===== config.mk =====
export PLATFORM = sky130hd
export DESIGN_NAME = fp_result_collector
export DESIGN_NICKNAME = d
export VERILOG_FILES = /design/src/rtl/fp_result_collector.sv
export SDC_FILE = /design/constraint.sdc
export NUM_CORES = 1
export LEC_CHECK = 0
export BUFFER_PORTS_ARGS = -buffer_cell sky130_fd_sc_hd__buf_2
export CORE_UTILIZATION = 40
export DETAILED_ROUTE_END_ITERATION = 10
export HOLD_SLACK_MARGIN = 0.15
export RECOVER_POWER = 25
export SYNTH_ARGS = -nofsm -noshare
export SYNTH_HDL_FRONTEND = slang
export SYNTH_SLANG_ARGS = --single-unit

===== constraint.sdc =====
create_clock -name clk -period 4.65 [get_ports clk]
set_clock_uncertainty 0.1 [all_clocks]
set_input_delay 0.465 -clock clk [delete_from_list [all_inputs] [get_ports clk]]
set_output_delay 0.465 -clock clk [all_outputs]
set_load 0.02 [all_outputs]

===== src/rtl/fp_result_collector.sv =====
// fp_result_collector: FWFT result FIFO behind the fixed-latency reciprocal pipeline,
// with upstream credit control, sticky fflags accrual and a sticky protocol error flag.
module fp_result_collector #(
    parameter int DEPTH = 4
) (
    input  logic                     clk,
    input  logic                     rst_n,
    input  logic                     issue,
    output logic                     can_issue,
    input  logic                     pipe_valid,
    input  logic [31:0]              pipe_out,
    input  logic                     pipe_invalid,
    input  logic                     pipe_dbz,
    input  logic                     pipe_ovf,
    input  logic                     pipe_unf,
    input  logic                     pipe_inx,
    output logic                     res_valid,
    input  logic                     res_ready,
    output logic [31:0]              res_data,
    output logic [4:0]               res_flags,
    input  logic                     fflags_clr,
    output logic [4:0]               fflags,
    output logic [$clog2(DEPTH):0]   occupancy,
    output logic                     protocol_err
);
    localparam int AW = $clog2(DEPTH);
    localparam int CW = AW + 1;
    localparam int IW = AW + 2;

    logic [36:0]   mem [DEPTH];
    logic [AW-1:0] wr_ptr, rd_ptr;
    logic [CW-1:0] count;
    logic [IW-1:0] inflight, inflight_nxt;
    logic          pop, push, full, stray, drop, bad_issue;

    assign occupancy = count;
    assign res_valid = count != '0;
    assign {res_data, res_flags} = mem[rd_ptr];
    assign pop       = res_valid & res_ready;
    assign full      = count == CW'(DEPTH);
    assign push      = pipe_valid & (~full | pop);
    assign drop      = pipe_valid & full & ~pop;
    assign stray     = pipe_valid & (inflight == '0);
    assign can_issue = ({1'b0, inflight} + (IW+1)'(count)) < (IW+1)'(DEPTH);
    assign bad_issue = issue & ~can_issue;

    // inflight saturates at both ends so stray arrivals cannot wrap it
    always_comb
        inflight_nxt = (issue & ~pipe_valid & ~&inflight) ? inflight + IW'(1) :
                       (~issue & pipe_valid & |inflight)   ? inflight - IW'(1) : inflight;

    always_ff @(posedge clk)
        if (rst_n && push)
            mem[wr_ptr] <= {pipe_out, pipe_invalid, pipe_dbz, pipe_ovf, pipe_unf, pipe_inx};

    always_ff @(posedge clk) begin
        if (!rst_n) begin
            wr_ptr       <= '0;
            rd_ptr       <= '0;
            count        <= '0;
            inflight     <= '0;
            fflags       <= '0;
            protocol_err <= 1'b0;
        end else begin
            if (push)
                wr_ptr <= wr_ptr + AW'(1);
            if (pop)
                rd_ptr <= rd_ptr + AW'(1);
            count    <= count + CW'(push) - CW'(pop);
            inflight <= inflight_nxt;
            fflags   <= (fflags_clr ? 5'b0 : fflags) | (pop ? res_flags : 5'b0);
            if (stray | drop | bad_issue)
                protocol_err <= 1'b1;
        end
    end
endmodule

* Yosys cells after proc, flatten, opt, wreduce, memory -nomap -nowiden *
Memory sizes are Yosys's and may differ from the RTL's. A register that Yosys moved wholly into a read port is not among the register bits.
Cells that the tools add are included.

storage, ports and cells
  flip-flop bits (word level) = 17
  bits in latches = 0
  RAM bits = 148
  ROM bits = 0
  input bits = 43
  memories = 1

cells by class
  $add $sub $neg = 7
  multiply operators = 0
  divide/modulo/power cells = 0
  magnitude comparators = 1
  eq/ne operators = 1
  shifts and indexed selects = 0
  muxes and demuxes = 8
  bitwise logic cells = 19
  reductions and logical operators = 7

memory list
  name  depth  width  read ports  clocked after Yosys merged registers in  wr ports  RTL line  RTL
  mem   4      37     1           1                                        1         30        logic [36:0] mem [DEPTH];

operators by type and width
  operator                                                               number
  1-bit AND                                                              10
  5-bit 2-to-1 mux                                                       2
  4-bit 2-to-1 mux                                                       2
  4-bit by 3-bit adder with 5-bit output                                 1
  5-bit by 3-bit < comparator with 1-bit output (second input constant)  1
  1-bit NOT                                                              5
  5-bit OR                                                               1
  2-bit by 1-bit adder with 2-bit output (second input constant)         2
  4-bit by 1-bit adder with 4-bit output (second input constant)         1
  4-bit logical NOT                                                      1
  2-bit 2-to-1 mux                                                       2
  4-bit AND reduction                                                    1
  4-bit OR reduction                                                     1
  4-bit by 1-bit subtractor with 4-bit output (second input constant)    1
  3-bit by 1-bit adder with 3-bit output                                 1
  3-bit equality test (second input constant)                            1
  1-bit OR                                                               3
  3-bit nonzero test                                                     1
  3-bit by 1-bit subtractor with 3-bit output                            1
  1-bit 2-to-1 mux                                                       2
  2-bit nonzero test                                                     1
  1-bit logical AND                                                      1
  1-bit logical NOT                                                      1

* Logic depth before layout (Yosys ltp) *
Gate-level depths: netlist of the first run.

  word-level depth = 7
  depth in mapped cells = 10

* Worst setup path before layout of the first run *
OpenSTA, ideal clock, no wires.

  path kind = flip-flop to flip-flop
  start point = register count[0], in the netlist occupancy[0]
  end point = memory mem[2][0] (enable)
  arrival time = 1.933 ns
  required time = 4.152 ns
  setup slack = 2.219 ns
  cell stages (with the launch flop) = 5
  buffers on the path = 1
  clock period less this slack = 2.431 ns
  path through = dfxtp_1 nor4b_1 nor2b_1 clkbuf_1 and3_1

on the way
  word-level cells in the longest chain between the ends = 7
  elaborated cells between the ends (all ways) = 9

ends and longest elaborated chain
  item                                                              RTL line  RTL
  start, declared                                                   32        logic [CW-1:0] count;
  start signal, assigned                                            69        count <= count + CW'(push) - CW'(pop);
  3-bit nonzero test / 3-bit equality test (equally long branches)  37, 40
  1-bit AND / 1-bit NOT (equally long branches)                     39, 41
  1-bit OR *                                                        41        assign push = pipe_valid & (~full | pop);
  1-bit AND *                                                       41
  1-bit logical AND *                                               53        if (rst_n && push)
  1-bit 2-to-1 mux *                                                53
  1-bit 2-to-1 mux (implied by the code) *                          54        mem[wr_ptr] <= {pipe_out, pipe_invalid, pipe_dbz, pipe_ovf, pipe_unf, pipe_inx};
  end, declared                                                     30

Every way passes the cells marked *; elsewhere a longest branch is shown, timed or not.

==> results of run 1 <==
report_power, final:
part           total (mW)  switching (mW)  internal (mW)
logic                1.01           0.529          0.479
registers            1.88           0.131           1.75
clock network        1.56           0.563           1.00
worst paths after layout:
path | from | to | slack (ns) | cells after the start
hold reg to reg | protocol_err | protocol_err | 0.39 | 1
setup / recovery | flop | res_data[29] | 1.72 | 3
hold / removal | pipe_out[16] | mem[2][21] | 0.22 | 1
setup reg to reg | occupancy[2] | occupancy[2] | 2.22 | 9
state kept, by name (all words and copies together) (netlist names), named ones only:
name / count
fflags: 5
inflight: 4
mem: 148
occupancy: 3
protocol_err: 1
rd_ptr: 2
wr_ptr: 2
placed cells by master (no fill, tap or decap), types with 2 or more instances in the layout:
master,count
edfxtp_1,148
buf_2,66
mux4_2,37
clkbuf_1,25
dlygate4sd3_1,24
clkbuf_16,17
dfxtp_1,17
nor2b_1,16
ha_1,9
and2_1,8
a21oi_1,6
bufinv_16,6
xnor2_1,5
inv_1,4
and3_2,4
mux2i_1,4
nand2_1,3
nand2b_1,3
clkinvlp_4,3
o31a_1,2
xor2_1,2
fa_1,2
dfxtp_2,2
clkinv_2,2
clkinv_1,2
buf_4,2
area by class of cell:
cell class	instances	area [µm²]
tap	211	264.0
multi-input combinational	113	1456
clock buffer	18	429.2
fill	1258	7418
inverter	4	15.01
timing repair buffer	116	675.6
sequential	167	4827
clock inverter	14	229.0
cell families (layout without fill, tap and decap cells):
| group | after synthesis | in the layout |
|---|---|---|
| flip-flops | 167 | 167 |
| multiplexers | 41 | 41 |
| AND/OR/NAND/NOR | 39 | 39 |
| buffers and inverters | 16 | 152 |
| AO/OA/AOI/OAI | 15 | 15 |
| adder cells (fa/ha/maj) | 11 | 11 |
| XOR/XNOR | 7 | 7 |
worst max-delay path, delay by kind of cell, from the launching register on:
family	cells	cell delay (ns)
buffers and inverters	2	0.57
DFF	1	0.81
muxes	1	0.55
per-layer routing:
layer,wire length [µm],vias up,part of all wire
met4,167,0,0.014
met5,0,-,0
li1,-,1447,-
met1,5024,1604,0.44
met3,621,13,0.054
met2,5730,77,0.50
timing repair:
action / CTS / global route
resized for setup: 0 / 0
hold buffers: 24 / 0
buffers inserted: 0 / 0
hold endpoints to repair: 94 / 0
==> impl_metrics.toml, run 1 <==
[outcome]
outcome = "complete, no violations"

[die]
die_w_um = 127.9
num_io_pins = 91
dieArea_um2 = 16370
die_h_um = 127.9
placementRows = 45
core_um2 = 15310
start_util = 0.4143

[clocking]
cts_tree = "done"
cts_sinks = 167
cts_max_path_buffers = 2
insertion_delay_ns = 0.42
cts_root_buf = "clkbuf_16"
numCtsBuffers = 17
path_clk_slew_ns = 0.06
htree_levels = 4

[power]
p_leak_nw = 2.698
finalPower_mw = 4.454
power.density_nw_per_um2 = 564.1
peakVddDrop_v = 0.0003625

[layout]
antenna_cells = 0
layout-drive-gt1-share = 0.3333
layout.cells.non_filler = 643
nNetsFinal = 473
syn_to_final_growth_pct = 24.45
stdcell_area_um2 = 7896
final_util = 0.5156

[sta]
rsz0062_at_grt = "false"
slew_viol_final = 0
hold_viol = 0
min_period_ns = 2.928
fin_ws_ns = 1.722
setup_viol = 0
worst_hold_slack_ns = 0.2240
min_period_over_period = 0.6296
relSlewSlack = 0.2992
tightest_slew_ns = 1.051
fmax_ghz = 0.3415
tns_ns = 0

[grt]
grt_busiest_layer = "met2"
grt_remaining_overflow = 0
grtUsageTotal = 0.1544
grt_max_degree = 38
grt_pass1_vias = 3268
antenna_found_initial = 0
grt_use_met1 = 0.1874
grt_pass1_wl_um = 17880
grt_use_met2 = 0.2481
met3_usage = 0.05509

[logic_synthesis]
yosysMostFrequentCell = "edfxtp_1"
synth.area.top_cells = "edfxtp_1 (70%), mux4_2 (13%), dfxtp_1 (6.0%)"
yosysSeqAreaShare = 0.7604
syn_inst = 296
synth_compound_area_frac = 0.01795
syn_nets = 350
synth_fa_ha_area_frac = 0.02406
yosysTopAreaCell = "edfxtp_1"
synth_common_cells = "edfxtp_1 (148), mux4_2 (37), dfxtp_1 (19), nor2b_1 (16), ha_1 (9)"
synth_top_family_by_area = "multiplexers"
yosys.area_share.simple = 0.03944
yosysWarnings = 0
ys.flop_type = "edfxtp_1"
synth_mux_area_frac = 0.1376
avgSynthCellArea_um2 = 21.44
ys_ff_latch = 167
synthesis.area_um2 = 6345
synth_top_area_share = 0.7005
synth_edf_count = 148
synth_cell_type_count = 31
async_reset_ff_frac = 0
synth-xor-area-share = 0.009663

[placed_design]
place_inst = 587
placed_area_um2 = 7028
gp_congestion = 0.6466
hpwl_um = 6814
numPortBuffers = 90
pre_cts_ws_ns = 2.071

[setup_path]
cp.required_ns = 4.09
cp-start-kind = "flop"
slowest_delay_ns = 0.81
crit_slowest_cell = "dfxtp_2"
worstSetupPathType = "reg -> out"
cp_cell_sequence = "buf_4 -> mux4_2 -> buf_2"
arrival_ns = 2.36
cp_max_fo = 20
endpoint_kind = "primary output"

[route]
drt_iter0_drc = 259
vias_per_cell = 4.885
wl_um = 11540
ant_nets = 0
firstDrtPassIters = 4
vias = 3141
wire_per_inst_um = 17.95
drc = 0

[min_path]
hp-class = "in -> reg"

[flow_run]
drv_cap = 0
Power figures use the tool's default switching activity.
==> run 2, diff against run 1 <==
--- a/config.mk
+++ b/config.mk
@@ -5,6 +5,7 @@
 export SDC_FILE = /design/constraint.sdc
 export NUM_CORES = 1
 export LEC_CHECK = 0
+export ABC_AREA = 1
 export BUFFER_PORTS_ARGS = -buffer_cell sky130_fd_sc_hd__buf_2
 export CORE_UTILIZATION = 40
 export DETAILED_ROUTE_END_ITERATION = 10
==> constraint.sdc (replaced) <==
create_clock -name clk -period 2.5 [get_ports clk]
set_clock_uncertainty 0.1 [all_clocks]
set_input_delay 0.25 -clock clk [delete_from_list [all_inputs] [get_ports clk]]
set_output_delay 0.25 -clock clk [all_outputs]
set_load 0.02 [all_outputs]
==> impl_metrics.toml, run 2 <==
[route]
drc = 0
vias = 4316
wl_um = 13870
wire_per_inst_um = 15.94
vias_per_cell = 4.961
firstDrtPassIters = 4
drt_iter0_drc = 252
ant_nets = 0

[setup_path]
reg2regPathDepth = 7
r2r-end = "mem[3][24]"
reg2reg_from = "occupancy[1]"
endpoint_kind = "primary output"
cp-start-kind = "flop"
cp_cell_sequence = "buf_6 -> o21ai_0 -> o22ai_1 -> buf_2"
reg2reg_slack_ns = 0.46
slowest_delay_ns = 0.44
cp_max_fo = 74
worstSetupPathType = "reg -> out"
crit_slowest_cell = "buf_6"
cp.required_ns = 2.15
arrival_ns = 1.91

[placed_design]
hpwl_um = 8704
placed_area_um2 = 7271
gp_congestion = 0.7716
numPortBuffers = 90

[logic_synthesis]
yosysSeqAreaShare = 0.7411
syn_inst = 499
yosysTopAreaCell = "edfxtp_1"
yosysWarnings = 0
avgSynthCellArea_um2 = 13.05
synth_cell_type_count = 26
ys_ff_latch = 167
synth_common_cells = "edfxtp_1 (148), nor2_1 (90), o21ai_0 (77), nand2_1 (34), o22ai_1 (32)"
yosysMostFrequentCell = "edfxtp_1"
synth_edf_count = 148
ys.flop_type = "edfxtp_1"
synth_top_area_share = 0.6827
syn_nets = 553
async_reset_ff_frac = 0
synth.area.top_cells = "edfxtp_1 (68%), o21ai_0 (5.9%), dfxtp_1 (5.8%)"
synthesis.area_um2 = 6510

[die]
die_w_um = 129.6
die_h_um = 129.6
placementRows = 46
num_io_pins = 91
dieArea_um2 = 16790
core_um2 = 15890
start_util = 0.4098

[clocking]
cts_root_buf = "clkbuf_16"
cts_tree = "done"
path_clk_slew_ns = 0.06
cts_max_path_buffers = 2
numCtsBuffers = 17
cts_sinks = 167
htree_levels = 4
cts_setup_buffers = 0
insertion_delay_ns = 0.42

[layout]
layout-drive-gt1-share = 0.1972
final_util = 0.5172
layout_commonest_cell = "edfxtp_1"
largest_register_ffs = 148
layout_common_cells = "edfxtp_1 (148), nor2_1 (86), o21ai_0 (77)"
nNetsFinal = 695
stdcell_area_um2 = 8215
top_register = "mem"
syn_to_final_growth_pct = 26.20
antenna_cells = 0
reg_top3 = "mem: 148 flops, fflags: 5 flops, inflight: 4 flops"
fillers = 1414

[sta]
slew_viol_final = 0
min_period_over_period = 0.9044
hold_viol = 0
fmax_ghz = 0.4423
tightest_slew_ns = 0.5950
rsz0062_at_grt = "false"
min_period_ns = 2.261
setup_viol = 0
relSlewSlack = 0.6034

[min_path]
hold_start = "res_ready"
hp-class = "in -> reg"
hold_path_depth = 4

[flow_run]
drv_cap = 0

[power]
power.density_nw_per_um2 = 942.2
peakVddDrop_v = 0.0005544
p_leak_nw = 2.973

[grt]
grt_remaining_overflow = 0
grt_pass1_vias = 4255
grt_pass1_wl_um = 22110
antenna_found_initial = 0
grtUsageTotal = 0.1773
grt_max_degree = 75

[outcome]
outcome = "complete, no violations"
## run 2: cells by family (layout without fill, tap and decap cells)
kind of cell | after synthesis | in the layout | share of synthesized area
flops | 167 | 167 | 0.7411
compound gates | 136 | 136 | 0.1174
simple gates | 135 | 135 | 0.08130
buf+inv | 48 | 203 | 0.03402
fa+ha+maj | 11 | 11 | 0.02345
xor+xnor | 2 | 2 | 0.002691
## run 2: what timing repair did
action	CTS	global route
hold endpoints to repair	166	0
endpoints found under the setup margin	0	10
hold buffers	42	0
resized for setup	0	1
## run 2: through the flow
step / power [mW] / setup WS, ns / setup TNS, ns / hold slack, ns / instances
6_report: 7.740 / 0.2390 / 0 / 0.2077 / 870
3_3_place_gp: 5.308 / 0.5413 / 0 / 0.3529 / 796
5_1_grt: 8.156 / 0.08864 / 0 / 0.2282 / 870
4_1_cts: 7.828 / 0.07022 / 0 / 0.1846 / 870
2_1_floorplan: 4.693 / -0.5278 / -78.12 / 0.2489 / 499
3_5_place_dp: 5.338 / 0.4814 / 0 / 0.3589 / 796
## run 2: routing by layer
layer / global-route usage / vias up / share of wire
met5: 0 / - / 0
met4: 0.05540 / 0 / 0.010
met3: 0.04418 / 12 / 0.045
met2: 0.2869 / 105 / 0.47
met1: 0.2354 / 2104 / 0.47
li1: - / 2095 / -
## run 2: area by class of cell
cell class | instances | area, µm² | share of cell area
Clock buffer | 17 | 425.4 | 0.05178
Clock inverter | 15 | 127.6 | 0.01553
Inverter | 24 | 92.59 | 0.01127
Multi-Input combinational cell | 284 | 1494 | 0.1818
Sequential cell | 167 | 4826 | 0.5874
Tap cell | 216 | 270.3 | 0.03290
Timing Repair Buffer | 147 | 979.7 | 0.1193
## run 2: worst max path at each step
stage / depth (start not counted) / startpoint / slack (ns) / to
finish: 4 / flop / 0.24 / res_data[2]
global route: 4 / flop / 0.09 / res_data[2]
global placement: 7 / occupancy[1] / 0.54 / mem[3][31]
floorplan: 6 / occupancy[1] / -0.53 / mem[0][0]
CTS: 4 / flop / 0.07 / res_flags[2]
detailed placement: 7 / occupancy[1] / 0.48 / mem[3][30]
## run 2: worst max-delay path, delay by kind of cell, from the launching register on
kind	cells	cell delay (ns)
flops	1	0.36
buf+inv	2	0.67
compound gates	2	0.46
## run 2: where the power goes
| group | internal, mW | leakage (nW) | switching (mW) |
|---|---|---|---|
| registers | 3.22 | 1.50 | 0.0976 |
| logic | 0.639 | 1.21 | 1.36 |
| clock network | 1.37 | 0.265 | 1.05 |
